## src/rtl/dma_regs.sv

```systemverilog
// rtl/dma_regs.sv - CPU register file and start/completion sequencer for the DMA engine
// Optional feature: define DMA_IRQ_EN to drive irq from the done flag and CTRL bit0.
module dma_regs #(
  parameter int LAUNCH_TIMEOUT = 4,
  parameter int TMO_W          = 3
) (
  input  logic        clk,
  input  logic        reset,
  input  logic        cs,
  input  logic [2:0]  reg_addr,
  input  logic        cpu_we,
  input  logic [7:0]  cpu_din,
  output logic [7:0]  cpu_dout,
  output logic        cpu_rdy,
  output logic [7:0]  dma_ctrl,
  output logic [15:0] dma_src,
  output logic [15:0] dma_dst,
  output logic [7:0]  dma_length,
  input  logic        dma_busy,
  output logic        irq
);
  localparam logic [1:0] S_IDLE   = 2'd0;
  localparam logic [1:0] S_LAUNCH = 2'd1;
  localparam logic [1:0] S_RUN    = 2'd2;
  localparam logic [1:0] S_DONE   = 2'd3;
  localparam logic [TMO_W-1:0] TMO_LAST = TMO_W'(LAUNCH_TIMEOUT - 1);

  logic [15:0]      r_src;
  logic [15:0]      r_dst;
  logic [7:0]       r_len;
  logic [5:0]       r_ctrl_lo;
  logic [1:0]       r_state;
  logic [TMO_W-1:0] r_tmo;
  logic             r_timed_out;
  logic             r_done;
  logic             r_abort;

  logic       w_idle;
  logic       w_wr;
  logic       w_wr_ctrl;
  logic       w_rd_ctrl;
  logic       w_start;
  logic       w_clr;
  logic       w_set_done;
  logic       w_set_abort;
  logic       w_done_nxt;
  logic       w_abort_nxt;
  logic [5:0] w_ctrl_lo_nxt;

  // Register writes are only accepted in IDLE; the ack bit bypasses the lock.
  assign w_idle        = (r_state == S_IDLE);
  assign w_wr          = cs & cpu_we & w_idle;
  assign w_wr_ctrl     = cs & cpu_we & (reg_addr == 3'd5);
  assign w_rd_ctrl     = cs & ~cpu_we & (reg_addr == 3'd5);
  assign w_start       = w_wr_ctrl & w_idle & cpu_din[7];
  assign w_clr         = (w_wr_ctrl & cpu_din[6]) | w_rd_ctrl;
  assign w_set_done    = ((r_state == S_DONE) & ~r_timed_out) | (w_start & (r_len == 8'd0));
  assign w_set_abort   = (r_state == S_DONE) & r_timed_out;
  assign w_done_nxt    = w_set_done | (r_done & ~w_clr);
  assign w_abort_nxt   = w_set_abort | (r_abort & ~w_clr);
  assign w_ctrl_lo_nxt = (w_wr && reg_addr == 3'd5) ? cpu_din[5:0] : r_ctrl_lo;

  always_ff @(posedge clk or posedge reset) begin
    if (reset) begin
      r_src       <= 16'h0000;
      r_dst       <= 16'h0000;
      r_len       <= 8'h00;
      r_ctrl_lo   <= 6'h00;
      r_state     <= S_IDLE;
      r_tmo       <= '0;
      r_timed_out <= 1'b0;
      r_done      <= 1'b0;
      r_abort     <= 1'b0;
    end else begin
      r_done    <= w_done_nxt;
      r_abort   <= w_abort_nxt;
      r_ctrl_lo <= w_ctrl_lo_nxt;
      if (w_wr) begin
        case (reg_addr)
          3'd0:    r_src[7:0]  <= cpu_din;
          3'd1:    r_src[15:8] <= cpu_din;
          3'd2:    r_dst[7:0]  <= cpu_din;
          3'd3:    r_dst[15:8] <= cpu_din;
          3'd4:    r_len       <= cpu_din;
          default: ;
        endcase
      end
      case (r_state)
        S_IDLE: begin
          if (w_start && r_len != 8'd0) begin
            r_state     <= S_LAUNCH;
            r_tmo       <= '0;
            r_timed_out <= 1'b0;
          end
        end
        S_LAUNCH: begin
          if (dma_busy) begin
            r_state <= S_RUN;
          end else if (r_tmo == TMO_LAST) begin
            r_state     <= S_DONE;
            r_timed_out <= 1'b1;
          end else begin
            r_tmo <= r_tmo + 1'b1;
          end
        end
        S_RUN: begin
          if (!dma_busy) r_state <= S_DONE;
        end
        default: r_state <= S_IDLE;
      endcase
    end
  end

  always_comb begin
    cpu_dout = 8'hFF;
    case (reg_addr)
      3'd0:    cpu_dout = r_src[7:0];
      3'd1:    cpu_dout = r_src[15:8];
      3'd2:    cpu_dout = r_dst[7:0];
      3'd3:    cpu_dout = r_dst[15:8];
      3'd4:    cpu_dout = r_len;
      3'd5:    cpu_dout = {~w_idle, 5'b00000, r_abort, r_done};
      default: cpu_dout = 8'hFF;
    endcase
  end

  assign cpu_rdy    = w_idle;
  assign dma_ctrl   = {(r_state == S_LAUNCH) | (r_state == S_RUN), 1'b0, r_ctrl_lo};
  assign dma_src    = r_src;
  assign dma_dst    = r_dst;
  assign dma_length = r_len;

`ifdef DMA_IRQ_EN
  logic r_irq;

  always_ff @(posedge clk or posedge reset) begin
    if (reset) r_irq <= 1'b0;
    else       r_irq <= w_done_nxt & w_ctrl_lo_nxt[0];
  end

  assign irq = r_irq;
`else
  assign irq = 1'b0;
`endif
endmodule
```

## config.mk

```make
export PLATFORM = sky130hd
export DESIGN_NAME = dma_regs
export DESIGN_NICKNAME = d
export VERILOG_FILES = /design/src/rtl/dma_regs.sv
export SDC_FILE = /design/constraint.sdc
export NUM_CORES = 1
export LEC_CHECK = 0
export ABC_AREA = 1
export CAP_MARGIN = 25
export CORE_MARGIN = 2
export CORE_UTILIZATION = 50
export CTS_CLUSTER_SIZE = 28
export DETAILED_ROUTE_END_ITERATION = 6
export HOLD_SLACK_MARGIN = 0.08
export PLACE_DENSITY = 0.8
export SETUP_SLACK_MARGIN = 0.4
export SLEW_MARGIN = 30
export SYNTH_ARGS = -nofsm -noshare
export SYNTH_HDL_FRONTEND = slang
export SYNTH_SLANG_ARGS = --single-unit
```

## constraint.sdc

```tcl
create_clock -name clk -period 4.7 [get_ports clk]
set_input_delay 0.94 -clock clk [delete_from_list [all_inputs] [get_ports clk]]
set_output_delay 0.94 -clock clk [all_outputs]
set_load 0.01 [all_outputs]
```

==> results.sh, run 1 <==
export IMPL_run_status="finished clean"
export IMPL_grt_max_degree=29
export IMPL_ys_seq_elements=54
export IMPL_wirelength_um=7000
export IMPL_syn_to_final_growth_pct=31.3
export IMPL_drive_gt1_frac=0.101
export IMPL_antennaDiodeCount=0
export IMPL_post_cts_resized=0
export IMPL_tritoncts="built"
export IMPL_peakVddDrop_mv=0.302
export IMPL_slew_violations=0
export IMPL_min_period_ns=3.89
export IMPL_skew_ns=0.00452
export IMPL_pre_cts_slack_ns=0.845
export IMPL_fp_dieH_um=76.7
export IMPL_synth_edff_count=0
export IMPL_h_tree_depth=2
export IMPL_synth_most_common_cell="nand2_1"
export IMPL_synth_distinct_cells=28
export IMPL_worstMarginPinSlew_ns=0.737
export IMPL_fin_total_pwr_mw=2.18
export IMPL_synthTopCellsByCount="nand2_1, dfrtp_1, inv_1"
export IMPL_comb_power_share=0.473
export IMPL_critPathKind="primary input to primary output"
export IMPL_place_hpwl_um=5320
export IMPL_grt_antenna_before_repair=0
export IMPL_pin_count=74
export IMPL_drv_cap=0
export IMPL_drt_antenna_violating_nets=0
export IMPL_clk_pin_slew_worst_paths_ns=0.08
export IMPL_powerDensity_nw_per_um2=628
export IMPL_vias=2432
export IMPL_gr_total_overflow=0
export IMPL_core_area_um2=5110
export IMPL_setup_tns_ns=0
export IMPL_grt_usage=0.243
export IMPL_cts_sinks=54
export IMPL_hold_ws_ns=0.496
export IMPL_worstHoldPathType="flop to flop"
export IMPL_p_leak_nw=1.59
export IMPL_dieArea_um2=5880
export IMPL_hold_viol=0
export IMPL_firstDrtPassIters=4
export IMPL_seq_area_frac_synth=0.512
export IMPL_place_gp_congestion=0.883
export IMPL_critPathLaunchType="primary input"
export IMPL_ys_top_cells_by_area="dfrtp_1, nand2_1, o21ai_0"
export IMPL_clkLatencyLatePin_ns=0.30
export IMPL_fin_ws_ns=0.813
export IMPL_yosysTopAreaCell="dfrtp_1"
export IMPL_async_reset_ff_frac=1.00
export IMPL_cp_arrival_ns=2.95
export IMPL_cts_buffers=5
export IMPL_critPathRequiredTime_ns=3.76
export IMPL_wire_per_inst_um=15.6
export IMPL_fin_crit_sh=0.827
export IMPL_postCtsHoldBufs=0
export IMPL_synthCells=307
export IMPL_clock_power_share=0.120
export IMPL_netSwitchingFraction=0.374
export IMPL_slew_headroom=0.508
export IMPL_fp_row_count=26
export IMPL_seqPwrFrac=0.407
export IMPL_reg2reg_slack_ns=2.76
export IMPL_synth_top_area_frac=0.512
export IMPL_intPower_mw=1.36
export IMPL_cts_setup_buffers=0
export IMPL_floorplan_initialDensity=0.517
export IMPL_grt_pass1_wl_um=11200
export IMPL_fmax_ghz=0.257
export IMPL_port_buffers=71
export IMPL_endpoint_kind="primary output"
export IMPL_viasPerCell=5.43
export IMPL_setup_violations_final=0
export IMPL_critPathMaxFanout=13
export IMPL_grt_pass1_vias=2247
export IMPL_nFillCells=443
export IMPL_rsz0062_at_grt="false"
export IMPL_die_x_um=76.7
export IMPL_synth_area_um2=2640
export IMPL_num_nets_final=399
export IMPL_yosys_warnings=0
export IMPL_drt_initial_drc_count=201
export IMPL_synth_avg_cell_area_um2=8.60
export IMPL_clock_path_buffers=2
export IMPL_cts_root_buf="clkbuf_8"
export IMPL_drc=0
export IMPL_p_sw_mw=0.813
export IMPL_ys_dominant_reg_cell="dfrtp_1"
sequential cells by signal, summed over array words and instances (netlist names):
signal       flops
dma_dst         16
dma_length       8
dma_src         16
r_abort          1
r_ctrl_lo        6
r_done           1
r_state          2
r_timed_out      1
r_tmo            3
path summary, 6_finish.rpt:
kind	startpoint	end	cells past startpoint
hold / removal	r_tmo[2]$_DFFE_PP0P_	r_tmo[2]$_DFFE_PP0P_	2
hold reg to reg	r_tmo[2]$_DFFE_PP0P_	r_tmo[2]$_DFFE_PP0P_	2
max in group asynchronous	reset	dma_length[0]$_DFFE_PP0P_	3
setup reg to reg	r_state[0]$_DFFE_PP0P_	r_tmo[0]$_DFFE_PP0P_	9
setup / recovery	reg_addr[2]	cpu_dout[7]	7
min in group asynchronous	reset	r_state[0]$_DFFE_PP0P_	2
cells by family (layout without fill, tap and decap cells):
kind of cell / Yosys count / count (layout) / share of synthesized area
AOI/OAI and AO/OA: 73 / 73 / 0.161
adders and majority gates: 6 / 6 / 0.0284
buffers and inverters: 43 / 113 / 0.0768
DFF: 54 / 54 / 0.512
other: 1 / 2 / 0.00142
and+or+nand+nor: 130 / 130 / 0.221
per-stage QoR:
step | util | cells | area (um^2)
3_3_place_gp | 0.661 | 440 | 3370
5_1_grt | 0.679 | 448 | 3470
6_report | 0.679 | 448 | 3470
3_5_place_dp | 0.661 | 440 | 3370
4_1_cts | 0.679 | 448 | 3470
2_1_floorplan | - | 308 | 2640
placed cells by master (no fill, tap or decap):
cell / instances
nand2_1: 74
clkdlybuf4s50_1: 71
dfrtp_1: 54
inv_1: 26
o21ai_0: 24
nor2_1: 18
o21ai_1: 17
nand3_1: 16
a21oi_1: 16
o21ai_2: 8
nand4_1: 8
inv_2: 6
nand2_2: 6
ha_1: 6
clkbuf_8: 6
nand3_2: 4
a22oi_1: 3
o21bai_2: 2
o211ai_1: 2
conb_1: 2
buf_4: 2
nor2_4: 1
or2_1: 1
or2_2: 1
nor2_2: 1
a22o_1: 1
clkbuf_1: 1
clkinv_2: 1
critical path, stage by stage:
cell and delay [ns]:
clkdlybuf4s50_1 0.48, inv_2 0.24, nand2_1 0.11, nor2_2 0.32, a22oi_1 0.16, nand4_1 0.14
clkdlybuf4s50_1 0.55
layer usage:
| metal | track usage | routed length (um) | up-vias | share of wire |
|---|---|---|---|---|
| met2 | 0.401 | 3450 | 111 | 0.49 |
| met3 | 0.0482 | 441 | 10 | 0.063 |
| met1 | 0.330 | 3010 | 1162 | 0.43 |
| li1 | - | - | 1149 | - |
| met4 | 0.0618 | 98 | 0 | 0.014 |
| met5 | 0 | 0 | - | 0 |
layout make-up:
type,count,area (um^2),area share
Tap cell,70,87.6,0.0253
Multi-Input combinational cell,211,1090,0.314
Inverter,32,120,0.0347
Sequential cell,54,1350,0.390
Clock inverter,1,5.00,0.00144
Clock buffer,7,86.3,0.0249
Timing Repair Buffer,73,726,0.209
power by group through the flow:
stage / Clock (mW) / Combinational, mW / Sequential [mW]
2_1_floorplan: 0 / 0.397 / 0.928
3_3_place_gp: 0 / 1.00 / 0.884
3_5_place_dp: 0 / 1.03 / 0.887
4_1_cts: 0.266 / 1.04 / 0.882
5_1_grt: 0.283 / 1.13 / 0.910
6_report: 0.260 / 1.03 / 0.886
Note: power is estimated with default switching activity, not from simulation.
==> run 2, diff against run 1 <==
CORE_UTILIZATION = 43   (was 50)
PLACE_DENSITY = 0.73   (was 0.8)
clock period = 3.5 ns   (was 4.7 ns; I/O delays follow)
==> run 2 against run 1 <==
Compared with the run above: cell count increased by 1.6%; sequential cell count unchanged; final area increased by 1.6%; sequential share of layout area decreased by 0.60 points; global-route usage decreased by 2.8 points; hold slack got worse by 0.00069 ns; register-to-register slack got worse by 1.2 ns; count of clock-buffer cells in the layout unchanged.
==> results.sh, run 2 (same netlist as run 1, synthesis figures left out) <==
export IMPL_run_status="finished clean"
export IMPL_netSwitchingFraction=0.370
export IMPL_worstHoldPathType="flop to flop"
export IMPL_intPower_mw=1.83
export IMPL_drt_antenna_violating_nets=0
export IMPL_grt_antenna_before_repair=0
export IMPL_viasPerCell=5.15
export IMPL_firstDrtPassIters=4
export IMPL_gr_total_overflow=0
export IMPL_fmax_ghz=0.347
export IMPL_rsz0062_at_grt="false"
export IMPL_h_tree_depth=2
export IMPL_dieArea_um2=6780
export IMPL_place_gp_congestion=0.833
export IMPL_drive_gt1_frac=0.113
export IMPL_drv_cap=0
export IMPL_grt_pass1_wl_um=10900
export IMPL_dp_cells=445
export IMPL_cpMaxStageDelayCell="clkdlybuf4s50_1"
export IMPL_tritoncts="built"
export IMPL_fp_dieH_um=82.4
export IMPL_cp_arrival_ns=2.18
export IMPL_cts_sinks=54
export IMPL_place_hpwl_um=5120
export IMPL_fp_row_count=28
export IMPL_grt_pass1_vias=2229
export IMPL_port_buffers=71
export IMPL_min_period_ns=2.88
export IMPL_p_sw_mw=1.07
export IMPL_grt_usage=0.215
export IMPL_slew_headroom=0.507
export IMPL_comb_power_share=0.474
export IMPL_syn_to_final_growth_pct=33.3
export IMPL_layout_cells_most_common="nand2_1"
export IMPL_fin_crit_sh=0.824
export IMPL_slew_violations=0
export IMPL_critPathRequiredTime_ns=2.80
export IMPL_critPathKind="primary input to primary output"
export IMPL_critPathLaunchType="primary input"
export IMPL_antennaDiodeCount=0
export IMPL_clock_power_share=0.121
export IMPL_postCtsHoldBufs=0
export IMPL_clk_pin_slew_worst_paths_ns=0.09
export IMPL_critPathMaxFanout=9
export IMPL_utilization=0.594
export IMPL_num_nets_final=401
export IMPL_vias=2344
export IMPL_crit_path_max_incr_delay_ns=0.55
export IMPL_cp_top_family="buffers and inverters"
export IMPL_core_area_um2=5920
export IMPL_powerDensity_nw_per_um2=824
export IMPL_cp_cell_sequence="dlygate4sd2_1 > nor2_2 > buf_4 > nand3_1 > o21ai_1 > a21oi_1 > nand4_1 > clkdlybuf4s50_1"
export IMPL_floorplan_initialDensity=0.446
export IMPL_seqPwrFrac=0.405
export IMPL_cts_buffers=5
export IMPL_drt_initial_drc_count=167
export IMPL_worstMarginPinSlew_ns=0.740
export IMPL_grt_max_degree=30
export IMPL_clkLatencyLatePin_ns=0.30
export IMPL_clock_path_buffers=2
export IMPL_hold_viol=0
export IMPL_cts_root_buf="clkbuf_8"
export IMPL_setup_tns_ns=0
export IMPL_die_x_um=82.4
export IMPL_path_buf_inv=3
export IMPL_wirelength_um=6760
export IMPL_endpoint_kind="primary output"
export IMPL_hold_ws_ns=0.496
export IMPL_fin_total_pwr_mw=2.90
export IMPL_peakVddDrop_mv=0.418
export IMPL_pin_count=74
export IMPL_skew_ns=0.00271
export IMPL_p_leak_nw=1.63
export IMPL_drc=0
export IMPL_setup_violations_final=0
export IMPL_final_cell_count_no_fill=455
export IMPL_wire_per_inst_um=14.9
export IMPL_layout_common_cells="nand2_1, clkdlybuf4s50_1, dfrtp_1"
[run 2: power groups by stage]
stage / Clock, mW / Combinational, mW / Sequential [mW]
finish: 0.351 / 1.37 / 1.18
detailed placement: 0 / 1.39 / 1.18
global placement: 0 / 1.35 / 1.19
global route: 0.384 / 1.53 / 1.21
CTS: 0.358 / 1.39 / 1.18
floorplan: 0 / 0.533 / 1.25
[run 2: routing by layer]
layer / vias up / track usage / wire (um)
li1: 1146 / - / -
met1: 1117 / 0.305 / 3110
met2: 76 / 0.341 / 3170
met3: 5 / 0.0304 / 407
met4: 0 / 0.0650 / 69
met5: - / 0 / 0
[run 2: final timing paths]
kind | slack, ns | cells past startpoint | endpoint | start
setup / recovery | 0.62 | 8 | cpu_dout[7] | reg_addr[1]
hold / removal | 0.50 | 2 | r_tmo[2]$_DFFE_PP0P_ | r_tmo[2]$_DFFE_PP0P_
setup reg to reg | 1.57 | 9 | r_tmo[1]$_DFFE_PP0P_ | r_state[1]$_DFFE_PP0P_
hold reg to reg | 0.50 | 2 | r_tmo[2]$_DFFE_PP0P_ | r_tmo[2]$_DFFE_PP0P_
max in group asynchronous | 1.97 | 3 | dma_dst[12]$_DFFE_PP0P_ | reset
min in group asynchronous | 0.75 | 2 | r_ctrl_lo[4]$_DFFE_PP0P_ | reset
[run 2: per-stage QoR]
step / setup WS (ns) / instance area [um^2]
2_1_floorplan: 1.45 / 2640
6_report: 0.617 / 3520
3_5_place_dp: 0.178 / 3380
3_3_place_gp: 0.203 / 3380
5_1_grt: 0.493 / 3520
4_1_cts: 0.375 / 3510
[run 2: worst register-to-register path, cell delays in order, from the launching register on]
cell and delay [ns]:
dfrtp_1 0.42, inv_1 0.10, ha_1 0.25, nand3_2 0.16, nor2_4 0.34, nand2_2 0.12, o21bai_2 0.20, nand2_1 0.12
nand2_1 0.09, nand2_1 0.05
[run 2: timing repair]
item / in CTS / in global routing
setup buffers: 1 / 0
cloned: 1 / 0
setup endpoints to repair: 8 / 6
resized for setup: 9 / 8
pin swaps: 2 / 1
[run 2: final cells by class]
class / instances / area (um^2)
Inverter: 32 / 123
Tap cell: 75 / 93.8
Fill cell: 544 / 2400
Timing Repair Buffer: 74 / 742
Clock buffer: 7 / 86.3
Sequential cell: 54 / 1350
Clock inverter: 1 / 5.00
Multi-Input combinational cell: 212 / 1120
==> run 3, diff against run 2 <==
clock period = 2.5 ns   (was 3.5 ns; I/O delays follow)
==> run 3 against run 2 <==
Compared with the run above: cell count up 3.1%; critical path type is now flop to primary output; highest routed layer unchanged; sequential cell count is the same; hold slack worse by 0.14 ns; count of clock-buffer cells in the layout did not move; sequential share of layout area decreased by 0.97 points; sequential power rose by 41%; non-clock buffer count increased by 14; first-iteration DRC count increased by 9.6%; final area up 2.6%; critical path depth is 2 lower; combinational power rose by 43%.
==> results.sh, run 3 (same netlist as run 1, synthesis figures left out) <==
export IMPL_run_status="finished clean"
export IMPL_crit_top_cell="inv_1"
export IMPL_utilization=0.610
export IMPL_cp_cell_sequence="inv_1 > ha_2 > inv_1 > nand2_1 > nand4_1 > buf_2"
export IMPL_port_buffers=71
export IMPL_cts_buffers=5
export IMPL_skew_ns=0.00942
export IMPL_layout_common_cells="nand2_1, clkdlybuf4s50_1, dfrtp_1"
export IMPL_critPathKind="flop to primary output"
export IMPL_drv_cap=0
export IMPL_floorplan_initialDensity=0.446
export IMPL_gr_total_overflow=0
export IMPL_crit_path_max_incr_delay_ns=0.40
export IMPL_p_leak_nw=1.70
export IMPL_fp_row_count=28
export IMPL_wire_per_inst_um=15.5
export IMPL_hold_viol=0
export IMPL_critPathMaxFanout=5
export IMPL_fmax_ghz=0.501
export IMPL_worstMarginPinSlew_ns=0.724
export IMPL_place_hpwl_um=5340
export IMPL_slew_headroom=0.518
export IMPL_pin_count=74
export IMPL_rr_startpoint="r_state[1]$_DFFE_PP0P_"
export IMPL_clock_path_buffers=2
export IMPL_fin_area_um2=3610
export IMPL_critPathLaunchType="flop"
export IMPL_layout_cells_most_common="nand2_1"
export IMPL_core_area_um2=5920
export IMPL_endpoint_kind="primary output"
export IMPL_nFillCells=538
export IMPL_tritoncts="built"
export IMPL_cp_top_family="flip-flops"
export IMPL_clkLatencyLatePin_ns=0.31
export IMPL_pre_cts_slack_ns=-0.239
export IMPL_fin_ws_ns=0.504
export IMPL_drive_gt1_frac=0.188
export IMPL_num_nets_final=415
export IMPL_reg2reg_depth=6
export IMPL_rsz0062_at_grt="false"
export IMPL_drt_initial_drc_count=183
export IMPL_grt_pass1_wl_um=11300
export IMPL_fin_crit_sh=0.798
export IMPL_cts_sinks=54
export IMPL_die_x_um=82.4
export IMPL_syn_to_final_growth_pct=36.8
export IMPL_grt_usage=0.226
export IMPL_peakVddDrop_mv=0.648
export IMPL_grt_antenna_before_repair=0
export IMPL_viasPerCell=5.25
export IMPL_clk_pin_slew_worst_paths_ns=0.09
export IMPL_drt_antenna_violating_nets=0
export IMPL_cp_arrival_ns=1.50
export IMPL_critPathRequiredTime_ns=2.00
export IMPL_vias=2461
export IMPL_powerDensity_nw_per_um2=1140
export IMPL_place_gp_congestion=0.867
export IMPL_grt_max_degree=33
export IMPL_worstHoldPathType="primary input to async pin"
export IMPL_wirelength_um=7270
export IMPL_placed_cell_area_um2=3480
export IMPL_drc=0
export IMPL_antennaDiodeCount=0
export IMPL_cpMaxStageDelayCell="dfrtp_1"
export IMPL_dieArea_um2=6780
export IMPL_r2r_end="dma_src[12]$_DFFE_PP0P_"
export IMPL_firstDrtPassIters=4
export IMPL_path_buf_inv=3
export IMPL_hold_ws_ns=0.357
export IMPL_slew_violations=0
export IMPL_h_tree_depth=2
export IMPL_grt_pass1_vias=2364
export IMPL_fp_dieH_um=82.4
export IMPL_setup_violations_final=0
export IMPL_reg2reg_slack_ns=0.78
export IMPL_min_period_ns=2.00
export IMPL_cts_root_buf="clkbuf_8"
run 3: changes by cell type in the layout (fill, tap and decap cells not counted), moves of 3 or more:
cell             previous run  this run
o21ai_0                    21        17
buf_2                       0         9
buf_4                       2        14
o21ai_1                    20        23
dlygate4sd2_1               3         0
clkdlybuf4s50_1            65        58
run 3: cell type report:
type | instances | area, um^2 | share of cell area
tap | 75 | 93.8 | 0.0260
clock buffer | 7 | 86.3 | 0.0239
multi-input combinational | 212 | 1140 | 0.316
inverter | 32 | 125 | 0.0347
clock inverter | 1 | 5.00 | 0.00139
timing repair buffer | 88 | 808 | 0.224
sequential | 54 | 1350 | 0.374
run 3: routing by layer:
layer,part of all wire,routed length [um],track usage
met3,0.057,414,0.0348
met4,0.030,219,0.0950
met2,0.47,3420,0.355
met5,0,0,0
met1,0.44,3210,0.311
run 3: repair_timing:
item | CTS | global route
gates cloned | 0 | 1
buffers inserted | 2 | 2
endpoints found under the setup margin | 10 | 9
hold buffers | 0 | 0
gates resized for setup | 50 | 17
pin swaps | 1 | 2
run 3: per-stage QoR:
step | total power, mW | cells | TNS, ns
after floorplan | 2.49 | 308 | 0
after global placement | 3.58 | 456 | -1.52
after detailed placement | 3.63 | 456 | -1.74
after CTS | 4.13 | 466 | 0
after global routing | 4.43 | 469 | 0
final | 4.12 | 469 | 0
run 3: how the worst max path moves through the flow:
| stage | startpoint | end | slack [ns] | cells past startpoint |
|---|---|---|---|---|
| detailed placement | reg_addr[0] | cpu_dout[6] | -0.24 | 8 |
| global placement | reg_addr[1] | cpu_dout[4] | -0.21 | 8 |
| CTS | reg_addr[2] | cpu_dout[3] | 0.40 | 9 |
| global route | r_state[0]$_DFFE_PP0P_ | cpu_dout[7] | 0.45 | 6 |
| floorplan | reset | dma_dst[0]$_DFFE_PP0P_ | 0.69 | 1 |
| finish | r_state[1]$_DFFE_PP0P_ | cpu_dout[7] | 0.50 | 6 |
run 3: report_power, final:
group	total [mW]	switching (mW)	internal (mW)
Sequential	1.66	0.388	1.28
Clock	0.503	0.279	0.224
Combinational	1.96	0.897	1.06
Total	4.12	1.56	2.56
